--- config.mk ---
export PLATFORM = sky130hd
export DESIGN_NAME = cla_seq_addsub_flat
export DESIGN_NICKNAME = d
export VERILOG_FILES = /design/src/rtl/cla_seq_addsub_if.sv /design/src/rtl/cla_seq_addsub.sv /design/src/flat_wrapper.sv
export SDC_FILE = /design/constraint.sdc
export NUM_CORES = 1
export LEC_CHECK = 0
export ABC_AREA = 1
export CAP_MARGIN = 15
export CORE_MARGIN = 2
export CORE_UTILIZATION = 50
export CTS_BUF_LIST = sky130_fd_sc_hd__clkbuf_16
export CTS_CLUSTER_SIZE = 30
export DETAILED_ROUTE_END_ITERATION = 16
export PLACE_DENSITY = 0.86
export SLEW_MARGIN = 20
export SYNTH_ARGS = -nofsm -noshare
export SYNTH_HDL_FRONTEND = slang
export SYNTH_SLANG_ARGS = --single-unit
--- constraint.sdc ---
create_clock -name clk -period 6.5 [get_ports clk]
set_input_delay 0.65 -clock clk [delete_from_list [all_inputs] [get_ports clk]]
set_output_delay 0.65 -clock clk [all_outputs]
set_load 0.02 [all_outputs]
--- src/rtl/cla_seq_addsub_if.sv ---
// Start/ready/done handshake and operand/result bus for the sequential CLA add/sub unit.
interface cla_seq_addsub_if #(
    parameter int unsigned WIDTH = 16
);
    logic             start;
    logic             sub;
    logic [WIDTH-1:0] a;
    logic [WIDTH-1:0] b;
    logic             ready;
    logic             done;
    logic [WIDTH-1:0] s;
    logic             c_out;
    logic             ovf;

    modport master (
        output start, sub, a, b,
        input  ready, done, s, c_out, ovf
    );

    modport slave (
        input  start, sub, a, b,
        output ready, done, s, c_out, ovf
    );
endinterface

--- src/rtl/cla_seq_addsub.sv ---
// Multi-precision adder/subtractor: one 4-bit carry-lookahead slice reused per clock,
// LSB slice first, with the inter-slice carry held in a register.
module cla_seq_addsub #(
    parameter int unsigned WIDTH = 16
) (
    input  logic             clk,
    input  logic             rst_n,
    cla_seq_addsub_if.slave  bus
);
    localparam int unsigned N    = WIDTH / 4;
    localparam int unsigned IDXW = (N > 1) ? $clog2(N) : 1;

    typedef enum logic [1:0] {IDLE, RUN, DONE} state_e;

    state_e            state_q;
    logic [WIDTH-1:0]  op_a_q;
    logic [WIDTH-1:0]  op_b_q;
    logic              carry_q;
    logic [IDXW-1:0]   idx_q;
    logic [WIDTH-1:0]  s_q;
    logic              c_out_q;
    logic              ovf_q;
    logic              ready_q;
    logic              done_q;

    logic [3:0]        sl_a;
    logic [3:0]        sl_b;
    logic [3:0]        sl_g;
    logic [3:0]        sl_p;
    logic [4:0]        sl_c;
    logic [3:0]        sl_sum;
    logic [WIDTH-1:0]  s_d;
    logic              last_c;

    // Current slice: operand select, group generate/propagate lookahead, result merge.
    always_comb begin
        sl_a = '0;
        sl_b = '0;
        for (int unsigned i = 0; i < N; i++) begin
            if (idx_q == IDXW'(i)) begin
                sl_a = op_a_q[i*4 +: 4];
                sl_b = op_b_q[i*4 +: 4];
            end
        end
        sl_g    = sl_a & sl_b;
        sl_p    = sl_a ^ sl_b;
        sl_c[0] = carry_q;
        sl_c[1] = sl_g[0] | (sl_p[0] & sl_c[0]);
        sl_c[2] = sl_g[1] | (sl_p[1] & sl_g[0]) | (sl_p[1] & sl_p[0] & sl_c[0]);
        sl_c[3] = sl_g[2] | (sl_p[2] & sl_g[1]) | (sl_p[2] & sl_p[1] & sl_g[0])
                | (sl_p[2] & sl_p[1] & sl_p[0] & sl_c[0]);
        sl_c[4] = sl_g[3] | (sl_p[3] & sl_g[2]) | (sl_p[3] & sl_p[2] & sl_g[1])
                | (sl_p[3] & sl_p[2] & sl_p[1] & sl_g[0])
                | (sl_p[3] & sl_p[2] & sl_p[1] & sl_p[0] & sl_c[0]);
        sl_sum  = sl_p ^ sl_c[3:0];
        s_d     = s_q;
        for (int unsigned i = 0; i < N; i++) begin
            if (idx_q == IDXW'(i)) begin
                s_d[i*4 +: 4] = sl_sum;
            end
        end
        last_c = (idx_q == IDXW'(N - 1));
    end

    always_ff @(posedge clk) begin
        if (!rst_n) begin
            state_q <= IDLE;
            op_a_q  <= '0;
            op_b_q  <= '0;
            carry_q <= 1'b0;
            idx_q   <= '0;
            s_q     <= '0;
            c_out_q <= 1'b0;
            ovf_q   <= 1'b0;
            ready_q <= 1'b1;
            done_q  <= 1'b0;
        end else begin
            case (state_q)
                IDLE: begin
                    if (bus.start) begin
                        op_a_q  <= bus.a;
                        op_b_q  <= bus.sub ? ~bus.b : bus.b;
                        carry_q <= bus.sub;
                        idx_q   <= '0;
                        s_q     <= '0;
                        c_out_q <= 1'b0;
                        ovf_q   <= 1'b0;
                        ready_q <= 1'b0;
                        state_q <= RUN;
                    end
                end
                RUN: begin
                    s_q     <= s_d;
                    carry_q <= sl_c[4];
                    idx_q   <= idx_q + IDXW'(1);
                    // Overflow: carry into the sign bit differs from carry out of it.
                    if (last_c) begin
                        c_out_q <= sl_c[4];
                        ovf_q   <= sl_c[3] ^ sl_c[4];
                        done_q  <= 1'b1;
                        state_q <= DONE;
                    end
                end
                DONE: begin
                    done_q  <= 1'b0;
                    ready_q <= 1'b1;
                    state_q <= IDLE;
                end
                default: begin
                    done_q  <= 1'b0;
                    ready_q <= 1'b1;
                    state_q <= IDLE;
                end
            endcase
        end
    end

    assign bus.ready = ready_q;
    assign bus.done  = done_q;
    assign bus.s     = s_q;
    assign bus.c_out = c_out_q;
    assign bus.ovf   = ovf_q;
endmodule

--- src/flat_wrapper.sv ---
// flat-port wrapper written by rule: the top's interface ports become plain ports
module cla_seq_addsub_flat 
#(
    parameter int unsigned WIDTH = 16
)
  (clk, rst_n, bus_start, bus_sub, bus_a, bus_b, bus_ready, bus_done, bus_s, bus_c_out, bus_ovf);
  cla_seq_addsub_if #(.WIDTH(WIDTH)) bus_i ();
  input  logic clk;
  input  logic rst_n;
  input wire logic [$bits(bus_i.start)-1:0] bus_start;
  input wire logic [$bits(bus_i.sub)-1:0] bus_sub;
  input wire logic [$bits(bus_i.a)-1:0] bus_a;
  input wire logic [$bits(bus_i.b)-1:0] bus_b;
  output wire logic [$bits(bus_i.ready)-1:0] bus_ready;
  output wire logic [$bits(bus_i.done)-1:0] bus_done;
  output wire logic [$bits(bus_i.s)-1:0] bus_s;
  output wire logic [$bits(bus_i.c_out)-1:0] bus_c_out;
  output wire logic [$bits(bus_i.ovf)-1:0] bus_ovf;
  assign bus_i.start = bus_start;
  assign bus_i.sub = bus_sub;
  assign bus_i.a = bus_a;
  assign bus_i.b = bus_b;
  assign bus_ready = bus_i.ready;
  assign bus_done = bus_i.done;
  assign bus_s = bus_i.s;
  assign bus_c_out = bus_i.c_out;
  assign bus_ovf = bus_i.ovf;
  cla_seq_addsub #(.WIDTH(WIDTH)) u_core (.clk(clk), .rst_n(rst_n), .bus(bus_i));
endmodule
; Word level (Yosys, flattened, before mapping)
; Index checks and enable logic that the tools add are counted.
[word_totals]
regBits = 57
input_bits = 36
output_inout_bits = 20
wordCells = 98
[classes]
add_sub_neg = 1
eq_ne = 9
muxes = 30
bitwise_logic = 33
reduce_logical = 12
[op_table]
columns = operator, n
row1 = $mux 4, 12
row2 = $mux 16, 2
row3 = $pmux 16 s2, 1
row4 = $and 1x1->1, 16
row5 = $not 16->16, 1
row6 = $reduce_and 3->1, 4
row7 = $or 1x1->1, 10
row8 = $pmux 1 s2, 5
row9 = $reduce_and 2->1, 5
row10 = $ne 2x1->1 const B, 4
row11 = $pmux 2 s2, 2
row12 = $xor 4x4->4, 2
row13 = $mux 2, 3
row14 = $mux 1, 5
row15 = $and 4x4->4, 1
row16 = $eq 2x1->1 const B, 2
row17 = $eq 2x2->1 const B, 2
row18 = $logic_not 2->1, 2
row19 = $add 2x1->2 const B, 1
row20 = $ne 2x2->1 const B, 1
row21 = $not 1->1, 2
row22 = $reduce_bool 2->1, 1
row23 = $xor 1x1->1, 1

; Longest topological paths before layout
; Gate-level depths: netlist (run 1).
[logic_depth]
ltp_word = 14
mapped_depth = 15
mapped_depth_nobuf = 15

; Worst setup path after synthesis (run 1)
; No wires, ideal clock.
[synth_timing]
path_type = register -> register
from = register u_core.idx_q[1]
to = register u_core.s_q[10], in the netlist u_core.bus.s[10]
setup_time_ps = 122
arrival_time_ps = 2147
required_time_ps = 6378
setup_slack_ps = 4232
path_stages_with_launch = 13
path_buffers = 1
period_less_slack_ps = 2268
path_cell_list = dfxtp_1 inv_1 ha_1 inv_1 buf_2 o21ai_0 nor2_1 o22ai_1 ha_1 or2_2 a21o_1 nand3_1 a21oi_1
[synth_via]
elab_chain_len = 12
elab_cells_between_ends = 24
classes_between = eq/ne: 4 / mux: 10 / bitwise: 8 / reduce/logical: 2
[synth_rtl]
columns = element, line
row1 = "start, declared", cla_seq_addsub.sv:19  ; logic [IDXW-1:0] idx_q;
row2 = "start signal, assigned", cla_seq_addsub.sv:95  ; idx_q <= idx_q + IDXW'(1);
row3 = $logic_not 2->1, cla_seq_addsub.sv:40  ; if (idx_q == IDXW'(i)) begin
row4 = $mux 4 (4 in a row), cla_seq_addsub.sv:40
row5 = $xor 4x4->4 or $and 4x4->4 (tied branches), "cla_seq_addsub.sv:46, cla_seq_addsub.sv:45"
row6 = $and 1x1->1, cla_seq_addsub.sv:49  ; sl_c[2] = sl_g[1] | (sl_p[1] & sl_g[0]) | (sl_p[1] & sl_p[0] & sl_c[0]);
row7 = $or 1x1->1 or $and 1x1->1 (tied branches), cla_seq_addsub.sv:49
row8 = $or 1x1->1, cla_seq_addsub.sv:49
row9 = $xor 4x4->4, cla_seq_addsub.sv:55  ; sl_sum = sl_p ^ sl_c[3:0];
row10 = $mux 4, cla_seq_addsub.sv:58  ; if (idx_q == IDXW'(i)) begin
row11 = $pmux 16 s2, cla_seq_addsub.sv:78  ; case (state_q)
row12 = "end signal, assigned", cla_seq_addsub.sv:72  ; s_q <= '0;
row13 = "end signal, assigned", cla_seq_addsub.sv:85  ; s_q <= '0;
row14 = "end signal, assigned", cla_seq_addsub.sv:93  ; s_q <= s_d;
row15 = "end, declared", cla_seq_addsub.sv:20  ; logic [WIDTH-1:0] s_q;
; Parallel ways exist; a longest one is shown, timed or not. The select of a mux whose other input is x is not followed.
; A chain may end at the register's enable or synchronous reset.

; Worst setup path in the final report (run 1)
[layout_timing]
from = register u_core.idx_q[1]
to = register u_core.s_q[7], in the netlist u_core.bus.s[7]
[layout_via]
elab_chain_len = 13
elab_cells_between_ends = 27
classes_between = eq/ne: 4 / mux: 10 / bitwise: 11 / reduce/logical: 2
[layout_rtl]
columns = element, line
row1 = $logic_not 2->1, cla_seq_addsub.sv:40
row2 = $mux 4 (4 in a row), cla_seq_addsub.sv:40
row3 = $xor 4x4->4 or $and 4x4->4 (tied branches), "cla_seq_addsub.sv:46, cla_seq_addsub.sv:45"
row4 = $and 1x1->1 (on tied branches), "cla_seq_addsub.sv:50, cla_seq_addsub.sv:51"
row5 = $or 1x1->1 (tied with other cells), cla_seq_addsub.sv:50  ; sl_c[3] = sl_g[2] | (sl_p[2] & sl_g[1]) | (sl_p[2] & sl_p[1] & sl_g[0])
row6 = $or 1x1->1 or $and 1x1->1 (tied branches), "cla_seq_addsub.sv:50, cla_seq_addsub.sv:51"
row7 = $or 1x1->1, cla_seq_addsub.sv:51  ; | (sl_p[2] & sl_p[1] & sl_p[0] & sl_c[0]);
row8 = $xor 4x4->4, cla_seq_addsub.sv:55
row9 = $mux 4, cla_seq_addsub.sv:58
row10 = $pmux 16 s2, cla_seq_addsub.sv:78
; Parallel ways exist; a longest one is shown, timed or not. The select of a mux whose other input is x is not followed.

==> flow_metrics.tcl, run 1 <==
set metrics [dict create \
    dr.pass1.iters 4 \
    synth_area_sq_um 2790 \
    crit_top_cell "nand2_1" \
    synth_common_cells "dfxtp_1 (57), nor2_1 (50), nand2_1 (44), o21ai_0 (44), a21oi_1 (35)" \
    post-route-drc-count 0 \
    rows 27 \
    yosysTopAreaCell "dfxtp_1" \
    status "complete, no violations" \
    synth_top_area_share_pct 40.8 \
    dieArea_sq_um 6200 \
    postRouteAntennaNets 0 \
    fp.dieH_um 78.8 \
    place_ws_ns 3.95 \
    crit_path_end_kind "flip-flop" \
    postCtsSetupRepairBufs 0 \
    synth.area.top_cells "dfxtp_1 (41%), o21ai_0 (7.9%), nor2_1 (6.7%)" \
    worstSetupPathType "reg -> reg" \
    p_per_area_nw_per_um2 309 \
    ys_warn_count 0 \
    ios 56 \
    hold_violations 0 \
    syn2layout_area_growth_pct 30.0 \
    period_share_pct 40.3 \
    routed_via_density 5.29 \
    reg2reg_depth 15 \
    grt_pass1_wl_um 10800 \
    seq_area_frac_synth_pct 40.8 \
    cts_tree "yes" \
    rsz0062_at_grt "no" \
    cts_root_buf "clkbuf_16" \
    gp_routability_congestion 0.888 \
    critPathBufInv 2 \
    ir_drop_uv 174 \
    arrival_ns 2.88 \
    fin_ws_ns 3.88 \
    netlist_instances 351 \
    cts_resized 0 \
    setup_violations 0 \
    fin_nets 443 \
    fillers 445 \
    worstMarginPinSlew_ns 0.919 \
    routed_wl_um 6440 \
    ctsHoldBuffers 0 \
    finClkSkew_ns 0.00780 \
    met1_usage_pct 27.5 \
    clock_path_buffers 2 \
    cp-start-kind "flip-flop" \
    critPathTopFamily "simple AND/OR/NAND/NOR gates" \
    path_clk_slew_ns 0.05 \
    synth-edff-count 0 \
    layout-drive-gt1-share_pct 10.7 \
    r2r-end "u_core.bus.s[7]" \
    grt_overflow_total 0 \
    port_buffers 55 \
    cts.sinks 57 \
    maxCapViolCount 0 \
    core_sq_um 5440 \
    grtUsageTotal_pct 22.2 \
    synth-seq-cells 57 \
    syn_area_per_cell_sq_um 7.96 \
    drv_slew 0 \
    period_minus_slack_ns 2.62 \
    async_flop_share_pct 0 \
    setup_tns_ns 0 \
    hp-class "reg -> reg" \
    grt_max_degree 39 \
    drt_first_iter_violations 186 \
    grt_pass1_vias 2358 \
    relSlewSlack_pct 38.5 \
    total_leakage_power_uw 0.00147 \
    crit_path_top_delay_cell "dfxtp_1" \
    wire_per_inst_um 13.6 \
    synth_ff_type "dfxtp_1" \
    grtUsageMet2_pct 36.5 \
    antenna_found_initial 0 \
    antenna_cells 0 \
    num_vias 2512 \
    synth_nets 396 \
    required_ns 6.76 \
    whs_path_depth 2 \
    r2r_start "u_core.idx_q[1]" \
    fmax_mhz 382 \
    min_to "u_core.bus.ready" \
    final_core_utilization_pct 66.8 \
    synth_most_common_cell "dfxtp_1" \
    synthDistinctLibCells 33 \
    die_w_um 78.8 \
    met3_usage_pct 5.45 \
    clk_latency_ns 0.33 \
    numCtsBuffers 9 \
    start_util_pct 51.4 \
    place_hpwl_um 4380 \
    busiest_layer "met2" \
    rrSetupSlack_ns 3.88 \
    htree_levels 3 \
    worstHoldStart "u_core.bus.ready" \
    crit_chain "inv_1, ha_1, inv_1, nand3_1, o21ai_0, nor2_1, o22ai_1, ha_1, nand2_1, nand2_1, nor2_1, nand2_1, nand2_1, nand3_1, a21oi_1" \
    slowest_delay_ns 0.37 \
    cp_max_fo 16 \
]
[power breakdown]
group          total, uW  switching, uW  internal, uW
logic                202            118          83.8
clock network        526            156           370
registers            394           16.2           378
[metal layers]
layer / wire, um / up-vias
li1: - / 1252
met1: 2880 / 1162
met2: 3080 / 82
met3: 343 / 16
met4: 138 / 0
met5: 0 / -
[stage by stage]
stage	hold WS (ns)	cell area, sq um	instances	power (uW)
floorplan	0.424	2790	351	538
global placement	0.435	3300	459	591
CTS	0.446	3630	475	1120
detailed placement	0.436	3300	459	597
global route	0.478	3630	475	1170
finish	0.449	3630	475	1120
[area by class of cell]
type	count	area, sq um	area share (%)
Clock inverter	7	110	3.03
Timing Repair Buffer	56	558	15.4
Inverter	28	115	3.17
Multi-Input combinational cell	246	1390	38.4
Tap cell	72	90.1	2.48
Sequential cell	57	1140	31.4
Clock buffer	9	225	6.20
[cells by family after synthesis]
group / synth area share, %
XOR/XNOR: 5.02
adder cells (fa/ha/maj): 4.30
buffers and inverters: 9.27
AND/OR/NAND/NOR: 18.2
flip-flops: 40.8
AO/OA/AOI/OAI: 22.3
[tightest hold or removal path, cell delays in order (launching register included)]
cell and delay [ns]:
dfxtp_1 0.31, nand2_1 0.06, nand2_1 0.04
[cell usage in the layout (no fill, tap or decap), types with 2 or more instances in the layout]
master,count
a211oi_2,8
a21oi_1,35
bufinv_16,3
clkbuf_16,9
clkdlybuf4s50_1,55
dfxtp_1,57
ha_1,8
inv_1,25
inv_2,2
nand2_1,44
nand2_4,2
nand3_1,12
nor2_1,50
nor2_2,7
o211ai_1,3
o21ai_0,44
o21ai_1,2
o21ai_4,3
o22ai_1,4
xnor2_1,8
xor2_1,8
[how the worst max path moves through the flow]
| stage | depth (start not counted) | from | to |
|---|---|---|---|
| after floorplan | 12 | u_core.idx_q[1] | u_core.bus.s[10] |
| after global placement | 13 | u_core.idx_q[1] | u_core.carry_q |
| after detailed placement | 15 | u_core.idx_q[1] | u_core.bus.s[7] |
| after CTS | 15 | u_core.idx_q[1] | u_core.bus.s[7] |
| after global routing | 15 | u_core.idx_q[1] | u_core.bus.s[3] |
| final | 15 | u_core.idx_q[1] | u_core.bus.s[7] |
[state kept, by name (all words and copies together), names as in the netlist]
register          count
u_core.carry_q        1
u_core.idx_q          2
u_core.bus.ovf        1
u_core.op_a_q        16
u_core.bus.s         16
u_core.state_q        2
u_core.op_b_q        16
u_core.bus.c_out      1
u_core.bus.ready      1
u_core.bus.done       1
Power figures use the tool's default switching activity.
==> inputs of run 2 (changes only) <==
clock period = 2.45 ns   (was 6.5 ns; I/O delays follow)
==> flow_metrics.tcl, run 2 (same netlist as run 1, synthesis figures left out) <==
set metrics [dict create \
    status "complete, no violations" \
    arrival_ns 2.51 \
    dr.pass1.iters 4 \
    place_ws_ns 0.0424 \
    crit_path_top_delay_cell "dfxtp_2" \
    post-route-drc-count 0 \
    clk_latency_ns 0.33 \
    port_buffers 55 \
    cts.sinks 57 \
    hp-class "reg -> reg" \
    crit_top_cell "ha_1" \
    start_util_pct 51.4 \
    period_share_pct 94.0 \
    grt_max_degree 39 \
    period_minus_slack_ns 2.30 \
    power_uw 2800 \
    hold_ws_ns 0.444 \
    dieArea_sq_um 6200 \
    worstSetupPathType "reg -> reg" \
    fin_ws_ns 0.147 \
    fp.dieH_um 78.8 \
    crit_chain "ha_1, clkinvlp_4, o21ai_0, o22ai_1, ha_1, or2_2, a21o_1, nand3_2, a21oi_1" \
    path_clk_slew_ns 0.05 \
    startpoint "u_core.idx_q[0]" \
    total_leakage_power_uw 0.00148 \
    fin_nets 449 \
    rows 27 \
    required_ns 2.65 \
    routed_wl_um 6480 \
    place_hpwl_um 4350 \
    hold_violations 0 \
    grt_pass1_wl_um 11000 \
    rsz0062_at_grt "yes" \
    crit_path_end_kind "flip-flop" \
    postRouteAntennaNets 0 \
    finClkSkew_ns 0.00270 \
    gp_routability_congestion 0.891 \
    fin_area_sq_um 3660 \
    grt_overflow_total 0 \
    routed_via_density 5.19 \
    ir_drop_uv 546 \
    numCtsBuffers 9 \
    cp_max_fo 13 \
    cts_root_buf "clkbuf_16" \
    syn2layout_area_growth_pct 31.0 \
    antenna_cells 0 \
    fmax_mhz 434 \
    htree_levels 3 \
    num_vias 2494 \
    maxCapViolCount 0 \
    setup_violations 0 \
    drv_slew 0 \
    cp-start-kind "flip-flop" \
    grtUsageTotal_pct 23.1 \
    worstMarginPinSlew_ns 0.772 \
    core_sq_um 5440 \
    worstHoldStart "u_core.bus.ready" \
    critPathBufInv 1 \
    slowest_delay_ns 0.36 \
    antenna_found_initial 0 \
    wire_per_inst_um 13.5 \
    placed_cell_area_sq_um 3340 \
    p_per_area_nw_per_um2 764 \
    fin_cells 481 \
    critPathTopFamily "adder cells" \
    ios 56 \
    grt_pass1_vias 2454 \
    die_w_um 78.8 \
    layout_common_cells "clkdlybuf4s50_1 (55), dfxtp_1 (55), nor2_1 (48)" \
    cts_tree "yes" \
    layout-drive-gt1-share_pct 14.7 \
    ctsHoldBuffers 0 \
    relSlewSlack_pct 48.4 \
    drt_first_iter_violations 249 \
    clock_path_buffers 2 \
    place_inst 464 \
    r2r_start "u_core.idx_q[0]" \
]
## run 2: tightest hold or removal path: cells and delay by family (launching register included)
kind,cells,cell delay (ns)
flip-flops,1,0.30
AND/OR/NAND/NOR,2,0.10
## run 2: per-layer routing
metal	GRT usage, %	wire length (um)
met5	0	0
met4	10.4	160
met3	7.50	422
met2	37.1	3120
met1	28.2	2780
## run 2: final timing paths
check                                         to  slack, ns  cells past startpoint
worst min register to register  u_core.bus.ready       0.44                      2
worst min-delay path            u_core.bus.ready       0.44                      2
worst max register to register   u_core.bus.s[6]       0.15                      9
worst max-delay path             u_core.bus.s[6]       0.15                      9
## run 2: report_power, final
group | internal [uW] | total (uW) | switching, uW
Clock | 773 | 1190 | 419
Combinational | 239 | 558 | 320
Sequential | 1000 | 1040 | 41.7
## run 2: final cells by class
class	instances	area, sq um
flip-flops and latches	57	1140
well taps	72	90.1
multi-input cells	246	1420
fillers	427	1780
clock buffers	9	225
repair buffers	62	603
inverters	28	119
clock inverters	7	61.3
## run 2: timing repair
item / CTS / global route
endpoints found under the setup margin: 0 / 18
buffers inserted: 0 / 1
resized for setup: 0 / 10
## run 2: through the flow
step | utilization [%] | TNS (ns)
2_1_floorplan | - | 0
3_3_place_gp | 61.3 | 0
3_5_place_dp | 61.3 | 0
4_1_cts | 66.6 | 0
5_1_grt | 67.3 | -0.0798
6_report | 67.3 | 0
